`config.mk`:
```
export PLATFORM = sky130hd
export DESIGN_NAME = mark_search_unit_flat
export DESIGN_NICKNAME = d
export VERILOG_FILES = /design/src/rtl/mark_search_if.sv /design/src/rtl/mark_search_unit.sv /design/src/flat_wrapper.sv
export SDC_FILE = /design/constraint.sdc
export NUM_CORES = 1
export LEC_CHECK = 0
export ABC_AREA = 0
export BUFFER_PORTS_ARGS = -buffer_cell sky130_fd_sc_hd__buf_2
export CELL_PAD_IN_SITES_DETAIL_PLACEMENT = 0
export CELL_PAD_IN_SITES_GLOBAL_PLACEMENT = 2
export CORE_MARGIN = 8
export CORE_UTILIZATION = 27
export CTS_CLUSTER_DIAMETER = 100
export DETAILED_ROUTE_END_ITERATION = 12
export PLACE_DENSITY_LB_ADDON = 0.05
export SYNTH_ARGS = -nofsm -noshare
export SYNTH_HDL_FRONTEND = slang
export SYNTH_SLANG_ARGS = --single-unit
```
`constraint.sdc`:
```
create_clock -name clock -period 6.6 [get_ports clock]
set_input_delay 1.32 -clock clock [delete_from_list [all_inputs] [get_ports clock]]
set_output_delay 1.32 -clock clock [all_outputs]
set_load 0.02 [all_outputs]
```
`src/rtl/mark_search_if.sv`:
```
// mark_search_if: handshake and data bundle between the mark assembly and one mark_search_unit
// Signals driven by the master (the assembly):
//   take_control, enabled, start_value, limit, distances, marks_in
// Signals driven by the slave (the search cell):
//   ready, val, next_enabled, next_start_value, pd_hash, found, exhausted
// Both hashes are declared [MAXVALUE:1], so bit d stands for distance d.
interface mark_search_if #(
  parameter int NUM_MARKS = 8,
  parameter int VW = 8,
  parameter int MAXVALUE = 128,
  parameter int IW = 4
);
  logic                    take_control;
  logic [IW-1:0]           enabled;
  logic [VW-1:0]           start_value;
  logic [VW-1:0]           limit;
  logic [MAXVALUE:1]       distances;
  logic [NUM_MARKS*VW-1:0] marks_in;
  logic                    ready;
  logic [VW-1:0]           val;
  logic [IW-1:0]           next_enabled;
  logic [VW-1:0]           next_start_value;
  logic [MAXVALUE:1]       pd_hash;
  logic                    found;
  logic                    exhausted;
  modport master (
    output take_control, enabled, start_value, limit, distances, marks_in,
    input  ready, val, next_enabled, next_start_value, pd_hash, found, exhausted
  );
  modport slave (
    input  take_control, enabled, start_value, limit, distances, marks_in,
    output ready, val, next_enabled, next_start_value, pd_hash, found, exhausted
  );
endinterface

```
`src/rtl/mark_search_unit.sv`:
```
// mark_search_unit: one mark of the Golomb ruler search (advance, limit check, serial distance check)
// Ports: clock, reset (sync, active-high), bus (mark_search_if.slave):
//   in  take_control, enabled, start_value, limit, distances, marks_in
//   out ready, val, next_enabled, next_start_value, pd_hash, found, exhausted
// Optional build macro MIRROR_PRUNE_EN: LEVEL 1 rejects candidates with 2*val >= limit.
module mark_search_unit #(
  parameter int LEVEL = 1,
  parameter int NUM_MARKS = 8,
  parameter int VW = 8,
  parameter int MAXVALUE = 128,
  parameter int IW = 4
) (
  input logic          clock,
  input logic          reset,
  mark_search_if.slave bus
);
  localparam logic [IW-1:0] ME = IW'(LEVEL);
  localparam bit LEAF = LEVEL == NUM_MARKS - 1;
  typedef enum logic [2:0] {IDLE, ADVANCE, LIMITCHK, CHECK, DECIDE, BACKTRACK, DONE} state_t;
  state_t            state, st_n;
  logic [VW-1:0]     val, val_n, nsv, nsv_n, mk, d;
  logic [IW-1:0]     j, j_n, ne, ne_n;
  logic [MAXVALUE:1] pd, pd_n;
  logic              cy, cy_n, cl, cl_n, rdy, rdy_n, fnd, fnd_n, exh, exh_n;
  logic              bad, lim_fail, mir;
  assign mk = bus.marks_in[j*VW +: VW];
  assign d = val - mk;
  // distance 0, out of hash range, already used below, or repeated by this mark
  assign bad = d == '0 || int'(d) > MAXVALUE || bus.distances[d] || pd[d];
`ifdef MIRROR_PRUNE_EN
  // second mark past half the limit only revisits mirror images already searched
  assign mir = LEVEL == 1 && {val, 1'b0} >= {1'b0, bus.limit};
`else
  assign mir = 1'b0;
`endif
  // leaf may land exactly on the limit, inner marks must leave room above them
  assign lim_fail = cy || (LEAF ? val > bus.limit : val >= bus.limit) || mir;
  always_comb begin
    st_n = state;
    val_n = val;
    cy_n = cy;
    j_n = j;
    pd_n = pd;
    cl_n = cl;
    ne_n = ne;
    nsv_n = nsv;
    rdy_n = rdy;
    fnd_n = 1'b0;
    exh_n = 1'b0;
    if (state != IDLE && bus.enabled != ME) begin
      st_n = IDLE;
      rdy_n = 1'b1;
      pd_n = '0;
    end else begin
      case (state)
        IDLE: if (bus.take_control && bus.enabled == ME) begin
          st_n = ADVANCE;
          rdy_n = 1'b0;
        end
        ADVANCE: begin
          {cy_n, val_n} = val == '0 ? {1'b0, bus.start_value} : {1'b0, val} + 1'b1;
          pd_n = '0;
          j_n = '0;
          cl_n = 1'b0;
          st_n = LIMITCHK;
        end
        LIMITCHK: st_n = lim_fail ? BACKTRACK : LEVEL == 0 ? DECIDE : CHECK;
        CHECK: begin
          if (bad) begin
            cl_n = 1'b1;
            st_n = DECIDE;
          end else begin
            pd_n[d] = 1'b1;
            j_n = j + 1'b1;
            st_n = int'(j) == LEVEL - 1 ? DECIDE : CHECK;
          end
        end
        DECIDE: begin
          if (cl) begin
            pd_n = '0;
            ne_n = ME;
          end else if (LEAF) begin
            ne_n = ME;
            fnd_n = 1'b1;
          end else begin
            ne_n = IW'(LEVEL + 1);
            nsv_n = val + 1'b1;
          end
          st_n = DONE;
        end
        BACKTRACK: begin
          val_n = '0;
          pd_n = '0;
          nsv_n = '0;
          ne_n = LEVEL == 0 ? '0 : IW'(LEVEL - 1);
          exh_n = LEVEL == 0;
          st_n = DONE;
        end
        DONE: begin
          rdy_n = 1'b1;
          st_n = IDLE;
        end
        default: st_n = IDLE;
      endcase
    end
  end
  always_ff @(posedge clock) begin
    if (reset) begin
      state <= IDLE;
      val <= '0;
      cy <= 1'b0;
      j <= '0;
      pd <= '0;
      cl <= 1'b0;
      ne <= ME;
      nsv <= '0;
      rdy <= 1'b1;
      fnd <= 1'b0;
      exh <= 1'b0;
    end else begin
      state <= st_n;
      val <= val_n;
      cy <= cy_n;
      j <= j_n;
      pd <= pd_n;
      cl <= cl_n;
      ne <= ne_n;
      nsv <= nsv_n;
      rdy <= rdy_n;
      fnd <= fnd_n;
      exh <= exh_n;
    end
  end
  assign bus.ready = rdy;
  assign bus.val = val;
  assign bus.next_enabled = ne;
  assign bus.next_start_value = nsv;
  assign bus.pd_hash = pd;
  assign bus.found = fnd;
  assign bus.exhausted = exh;
endmodule

```
`src/flat_wrapper.sv`:
```
// flat-port wrapper written by rule: the top's interface ports become plain ports
module mark_search_unit_flat 
#(
  parameter int LEVEL = 1,
  parameter int NUM_MARKS = 8,
  parameter int VW = 8,
  parameter int MAXVALUE = 128,
  parameter int IW = 4
)
  (clock, reset, bus_take_control, bus_enabled, bus_start_value, bus_limit, bus_distances, bus_marks_in, bus_ready, bus_val, bus_next_enabled, bus_next_start_value, bus_pd_hash, bus_found, bus_exhausted);
  mark_search_if #(.NUM_MARKS(NUM_MARKS), .VW(VW), .MAXVALUE(MAXVALUE), .IW(IW)) bus_i ();
  input logic clock;
  input logic reset;
  input wire logic [$bits(bus_i.take_control)-1:0] bus_take_control;
  input wire logic [$bits(bus_i.enabled)-1:0] bus_enabled;
  input wire logic [$bits(bus_i.start_value)-1:0] bus_start_value;
  input wire logic [$bits(bus_i.limit)-1:0] bus_limit;
  input wire logic [$bits(bus_i.distances)-1:0] bus_distances;
  input wire logic [$bits(bus_i.marks_in)-1:0] bus_marks_in;
  output wire logic [$bits(bus_i.ready)-1:0] bus_ready;
  output wire logic [$bits(bus_i.val)-1:0] bus_val;
  output wire logic [$bits(bus_i.next_enabled)-1:0] bus_next_enabled;
  output wire logic [$bits(bus_i.next_start_value)-1:0] bus_next_start_value;
  output wire logic [$bits(bus_i.pd_hash)-1:0] bus_pd_hash;
  output wire logic [$bits(bus_i.found)-1:0] bus_found;
  output wire logic [$bits(bus_i.exhausted)-1:0] bus_exhausted;
  assign bus_i.take_control = bus_take_control;
  assign bus_i.enabled = bus_enabled;
  assign bus_i.start_value = bus_start_value;
  assign bus_i.limit = bus_limit;
  assign bus_i.distances = bus_distances;
  assign bus_i.marks_in = bus_marks_in;
  assign bus_ready = bus_i.ready;
  assign bus_val = bus_i.val;
  assign bus_next_enabled = bus_i.next_enabled;
  assign bus_next_start_value = bus_i.next_start_value;
  assign bus_pd_hash = bus_i.pd_hash;
  assign bus_found = bus_i.found;
  assign bus_exhausted = bus_i.exhausted;
  mark_search_unit #(.LEVEL(LEVEL), .NUM_MARKS(NUM_MARKS), .VW(VW), .MAXVALUE(MAXVALUE), .IW(IW)) u_core (.clock(clock), .reset(reset), .bus(bus_i));
endmodule
```
==> flow_metrics.tcl, run 1 <==
set metrics [dict create \
    num_io_pins 366 \
    ctsResizeCount 0 \
    grt_pass1_vias 9295 \
    grt.met2_usage 0.341 \
    post-route-period-util 0.904 \
    use_met3 0.0502 \
    cts_sinks 156 \
    min_from "u_core.bus.pd_hash[5]" \
    period_needed_ns 5.97 \
    synth_seq_cells 156 \
    drive_above_1_share 0.383 \
    wl_per_cell_um 23.2 \
    syn_area_mm2 0.00868 \
    num_vias 8944 \
    die_h_um 195 \
    ys_dominant_reg_cell "dfxtp_1" \
    synth-edff-count 0 \
    routed_wirelength_um 39700 \
    tns_ns 0 \
    fill_cells 3328 \
    hpwl_um 30000 \
    p_leak_uw 0.00515 \
    crit_path_end_kind "flop" \
    yosys_warnings 0 \
    finClkSkew_ns 0.0285 \
    core_area_mm2 0.0316 \
    area_growth_pct 33.7 \
    max_freq_mhz 168 \
    avgSynthCellArea_um2 9.03 \
    grt_usage 0.204 \
    ys_types 65 \
    min_path_type "flop to flop" \
    powerDensity_mw_per_mm2 198 \
    finalNetCount 1535 \
    synth.largest_area_cell "dfxtp_1" \
    setup_viol_count_final 0 \
    slew_headroom 0.132 \
    die_area_mm2 0.0381 \
    crit_path_start "bus_marks_in[56]" \
    grt_max_degree 61 \
    cts-root-buf "clkbuf_16" \
    hold_violations 0 \
    ir_worst_vdd_v 0.000175 \
    use_met1 0.259 \
    worstSetupStartpointType "primary input" \
    ctsHoldBuffers 0 \
    crit_required_ns 6.97 \
    yosysTopAreaCellShare 0.360 \
    cts_tree "yes" \
    syn_inst 961 \
    place_congestion 0.788 \
    cts_buffer_depth 2 \
    synth.area.top_cells "dfxtp_1 (36%), mux4_2 (13%), a22o_1 (6.8%), nor2_1 (5.5%), nand2_1 (4.4%)" \
    die_w_um 195 \
    drv_cap 0 \
    antenna_found_initial 2 \
    portBuffers 361 \
    criticalPathCategory "primary input to flop" \
    total_power_uw 2300 \
    rows 65 \
    ff_latch_area_mm2 0.00312 \
    synthArstFlopShare 0 \
    cts_made_buffers 17 \
    antenna_left 0 \
    grt_pass1_wl_um 59900 \
    yosysSeqAreaShare 0.360 \
    worstMarginPinSlew_ns 1.30 \
    r2r-start "u_core.j[0]" \
    drt_iter0_drc 617 \
    maxSlewViolCount 0 \
    drc_errors 0 \
    cp.arrival_ns 6.34 \
    clk_latency_ns 0.45 \
    postCtsSetupRepairBufs 0 \
    path_clk_slew_ns 0.07 \
    firstDrtPassIters 5 \
    start_util 0.274 \
    multi_input_area_mm2 0.00524 \
    status "finished clean" \
    cts_htree_levels 4 \
    grt_overflow_total 0 \
    rsz0062_at_grt "false" \
    grt_busiest_layer "met2" \
    vias_per_cell 5.21 \
    path_max_fanout 56 \
]
-- path summary, 6_finish.rpt --
check | to | slack, ns | cells past startpoint
max reg2reg | u_core.bus.pd_hash[82] | 0.74 | 16
min reg2reg | u_core.bus.pd_hash[5] | 0.47 | 2
max | u_core.bus.pd_hash[82] | 0.63 | 16
min | u_core.bus.pd_hash[5] | 0.47 | 2
-- flip-flops by register name, indices dropped and copies added (netlist names) --
name and cells:
u_core.state 3, u_core.bus.pd_hash 128, u_core.bus.next_start_value 8, u_core.bus.val 8
u_core.cl 1, u_core.bus.next_enabled 2, u_core.cy 1, u_core.bus.ready 1
u_core.j 4
-- placed cells by master, fill, tap and decap left out, types with 26 or more instances in the layout --
cell,instances
buf_2,361
dfxtp_1,156
nor2_1,125
nand2_1,102
a22o_1,67
a21oi_1,53
mux4_2,52
o21ai_1,48
nor3_1,39
mux2i_1,28
buf_4,26
-- cells in the mapped netlist (3+ instances only) --
| library cell | instances |
|---|---|
| o21ai_0 | 13 |
| xnor2_1 | 7 |
| inv_1 | 14 |
| o31ai_2 | 4 |
| and2_1 | 5 |
| nand4_1 | 3 |
| a22o_1 | 67 |
| nor3_1 | 39 |
| nand2b_1 | 8 |
| nor4_1 | 5 |
| a21oi_1 | 54 |
| xor2_1 | 5 |
| o21a_1 | 3 |
| buf_1 | 6 |
| nor2_1 | 126 |
| nor2b_1 | 7 |
| ha_1 | 19 |
| buf_4 | 4 |
| and3_1 | 4 |
| or3_1 | 5 |
| nand3_1 | 13 |
| a22oi_1 | 12 |
| buf_2 | 9 |
| nand2_1 | 102 |
| mux4_2 | 52 |
| o21ai_1 | 48 |
| clkbuf_1 | 55 |
| o31ai_1 | 13 |
| or4_1 | 4 |
| mux2i_1 | 28 |
| nor3b_1 | 3 |
| a31oi_1 | 4 |
| a211oi_1 | 13 |
| dfxtp_1 | 156 |
| or2_2 | 9 |
-- through the flow --
| step | worst slack, ns | instances | hold WS [ns] | util | area (µm²) |
|---|---|---|---|---|---|
| 2_1_floorplan | 0.870 | 964 | 0.450 | - | 8690 |
| 3_3_place_gp | 0.315 | 1683 | 0.451 | 0.348 | 11000 |
| 3_5_place_dp | 0.210 | 1683 | 0.456 | 0.348 | 11000 |
| 4_1_cts | 0.671 | 1715 | 0.467 | 0.367 | 11600 |
| 5_1_grt | 0.366 | 1716 | 0.497 | 0.367 | 11600 |
| 6_report | 0.631 | 1716 | 0.467 | 0.367 | 11600 |
-- cell families (layout without fill, tap and decap cells) --
family	count (synthesis)	in the layout	share of synthesized area
DFF	156	156	0.360
xor gates and xnor gates	15	15	0.0177
other	1	5	0.000432
muxes	80	80	0.167
adders and majority gates	20	20	0.0297
buffers and inverters	88	437	0.0411
and+or+nand+nor	341	341	0.176
AOI/OAI and AO/OA	260	260	0.207
-- worst max-delay path: stages --
cell	delay (ns)
buf_2	0.09
mux4_2	0.45
mux2i_1	0.18
nor2_1	0.07
ha_2	0.20
fa_4	0.80
buf_12	0.25
mux4_2	0.37
mux2i_1	0.26
mux2i_1	0.18
mux2i_1	0.25
o32ai_1	0.15
a41oi_2	0.26
a21oi_2	0.16
nor3_2	0.99
a22o_1	0.26
-- cell type report --
cell class	instances	share of cell area
multi-input combinational	720	0.452
sequential	156	0.269
timing repair buffer	391	0.179
tap	402	0.0434
clock buffer	17	0.0367
clock inverter	15	0.0150
inverter	14	0.00453
antenna	1	0.000216
-- where the power goes --
| part | internal, µW | leakage [µW] | switching, µW |
|---|---|---|---|
| Clock | 511 | 0.000290 | 502 |
| Sequential | 941 | 0.00126 | 0.469 |
| Combinational | 154 | 0.00361 | 190 |
-- routing by layer --
layer / wire, µm / share of wire
met1: 17400 / 0.44
met2: 19100 / 0.48
met3: 2530 / 0.064
met4: 711 / 0.018
met5: 11 / 0.00028
Power figures use the tool's default switching activity.
==> inputs of run 2 (changes only) <==
ABC_AREA = 1   (was 0)
CORE_UTILIZATION = 26   (was 27)
==> flow_metrics.tcl, run 2 <==
set metrics [dict create \
    grt_pass1_vias 14100 \
    crit_required_ns 7.01 \
    yosys_warnings 0 \
    cts-root-buf "clkbuf_16" \
    finClkSkew_ns 0.0112 \
    start_util 0.262 \
    die_w_um 229 \
    antenna_left 0 \
    cp.arrival_ns 5.99 \
    p_comb_frac 0.239 \
    avgSynthCellArea_um2 5.60 \
    ir_worst_vdd_v 0.000150 \
    setup_viol_count_final 0 \
    core_area_mm2 0.0452 \
    layout_common_cells "nand2_1 (845), buf_2 (361), a21oi_1 (289)" \
    fill_cells 5279 \
    total_power_uw 2720 \
    vias_per_cell 4.83 \
    tns_ns 0 \
    synth-edff-count 0 \
    clk_latency_ns 0.48 \
    dpl_cell_area_mm2 0.0142 \
    path_clk_slew_ns 0.07 \
    largest_reg_flops 128 \
    design_area_mm2 0.0148 \
    rows 78 \
    die_area_mm2 0.0526 \
    drt_iter0_drc 1196 \
    syn_area_mm2 0.0118 \
    crit_path_end_kind "flop" \
    ys_types 44 \
    period_needed_ns 5.58 \
    internal_power_uw 1750 \
    post-synth-top-count-cell "nand2_1" \
    hold_ws_ns 0.464 \
    ctsResizeCount 0 \
    seqPwrFrac 0.349 \
    top_layer_used "met4" \
    postCtsSetupRepairBufs 0 \
    ctsHoldBuffers 0 \
    grt_max_degree 135 \
    grt_usage 0.227 \
    worstSetupStartpointType "primary input" \
    max_freq_mhz 179 \
    m1WireLength_um 27600 \
    criticalPathCategory "primary input to flop" \
    ys_dominant_reg_cell "dfxtp_1" \
    rsz0062_at_grt "false" \
    switching_share 0.358 \
    firstDrtPassIters 5 \
    path_max_fanout 37 \
    clockPowerShare 0.412 \
    slew_headroom 0.248 \
    num_vias 14600 \
    cts_buffer_depth 2 \
    cts_htree_levels 4 \
    status "finished clean" \
    wl_met2_um 29700 \
    switching_power_uw 973 \
    yosysSeqAreaShare 0.264 \
    grt_overflow_total 0 \
    drive_above_1_share 0.195 \
    synth.largest_area_cell "nand2_1" \
    synth_commonest_cells "nand2_1 (846), a21oi_1 (289), inv_1 (199), nand3_1 (177), dfxtp_1 (156)" \
    grt_pass1_wl_um 91700 \
    maxSlewViolCount 0 \
    num_io_pins 366 \
    yosysTopAreaCellShare 0.268 \
    synthArstFlopShare 0 \
    syn_inst 2112 \
    die_h_um 229 \
    p_leak_uw 0.00666 \
    min_path_type "flop to flop" \
    worstMarginPinSlew_ns 1.12 \
    cts_tree "yes" \
    wl_met3_um 3150 \
    post-route-period-util 0.846 \
    final_common_cell "nand2_1" \
    drc_errors 0 \
    finalNetCount 2636 \
    hold_violations 0 \
    area_growth_pct 25.1 \
    portBuffers 361 \
    powerDensity_mw_per_mm2 184 \
    antenna_found_initial 4 \
    wl_per_cell_um 20.4 \
    cts_made_buffers 17 \
    cts_sinks 156 \
    hpwl_um 42900 \
    routed_wirelength_um 61700 \
    drv_cap 0 \
    place_congestion 0.797 \
    synth.area.top_cells "nand2_1 (27%), dfxtp_1 (26%), a21oi_1 (12%), nand3_1 (7.5%), inv_1 (6.3%)" \
    synth_seq_cells 156 \
]
[run 2: cell count changes in the layout (fill, tap and decap cells not counted), sizes merged, moves of 15 or more]
cell,previous run,this run
a21oi,55,291
a22o,67,6
inv,20,205
mux2i,28,0
mux4,52,0
nand2,102,851
nand3,13,178
nor3,41,6
o22ai,2,21
o31ai,17,2
[run 2: metal layers]
metal	vias up	GRT usage
met5	-	0
met4	0	0.0618
met3	60	0.0511
met2	360	0.377
met1	6838	0.293
li1	7310	-
[run 2: area by class of cell]
cell class / count / area, µm² / area share
Antenna cell: 4 / 10.0 / 0.000676
Clock buffer: 19 / 443 / 0.0299
Clock inverter: 13 / 191 / 0.0129
Inverter: 205 / 771 / 0.0521
Multi-Input combinational cell: 1618 / 7340 / 0.496
Sequential cell: 156 / 3120 / 0.211
Tap cell: 600 / 751 / 0.0507
Timing Repair Buffer: 403 / 2170 / 0.147
[run 2: per-stage QoR]
stage | setup slack (ns) | std cells | utilization
after floorplan | 2.23 | 2115 | -
after global routing | 0.580 | 3018 | 0.328
final | 1.02 | 3018 | 0.328
after detailed placement | 0.442 | 2982 | 0.313
after global placement | 0.467 | 2982 | 0.313
after CTS | 0.963 | 3014 | 0.327
[run 2: worst paths after layout]
path                                                  endpoint  slack [ns]  cells past startpoint                            from
worst min-delay path            u_core.bus.next_start_value[5]        0.46                      2  u_core.bus.next_start_value[5]
worst max-delay path                    u_core.bus.pd_hash[81]        1.02                     26                bus_marks_in[40]
worst max register to register          u_core.bus.pd_hash[81]        1.30                     26                     u_core.j[0]
worst min register to register  u_core.bus.next_start_value[5]        0.46                      2  u_core.bus.next_start_value[5]
[run 2: cells by family (layout without fill, tap and decap cells)]
kind of cell,Yosys count,in the layout,share of synthesized area
AOI/OAI and AO/OA,396,396,0.177
xor gates and xnor gates,8,8,0.00719
DFF,156,156,0.264
and+or+nand+nor,1190,1190,0.407
buffers and inverters,341,640,0.123
other,1,8,0.000317
adders and majority gates,20,20,0.0218
[run 2: power by group through the flow]
| stage | Combinational (µW) | Sequential (µW) | Clock (µW) |
|---|---|---|---|
| floorplan | 376 | 970 | 0 |
| global placement | 656 | 971 | 0 |
| detailed placement | 654 | 970 | 0 |
| CTS | 656 | 949 | 1160 |
| global route | 706 | 949 | 1190 |
| finish | 649 | 949 | 1120 |
[run 2: worst max-delay path, stage by stage]
cell and delay (ns):
buf_2 0.10, o21ai_0 0.22, o22ai_1 0.11, a22o_1 0.24
ha_4 0.17, fa_2 0.79, inv_2 0.32, nor2_2 0.15
buf_4 0.34, nand2_1 0.12, nand4_1 0.10, nand2_1 0.05
nand2_1 0.12, nand2_1 0.07, nand2_1 0.09, inv_1 0.05
nand2_1 0.07, nand2_1 0.06, nor2_1 0.08, nand2_1 0.17
nand3_2 0.16, nand2_4 0.08, nand2_4 0.42, buf_4 0.34
nand2_1 0.07, a21oi_1 0.14
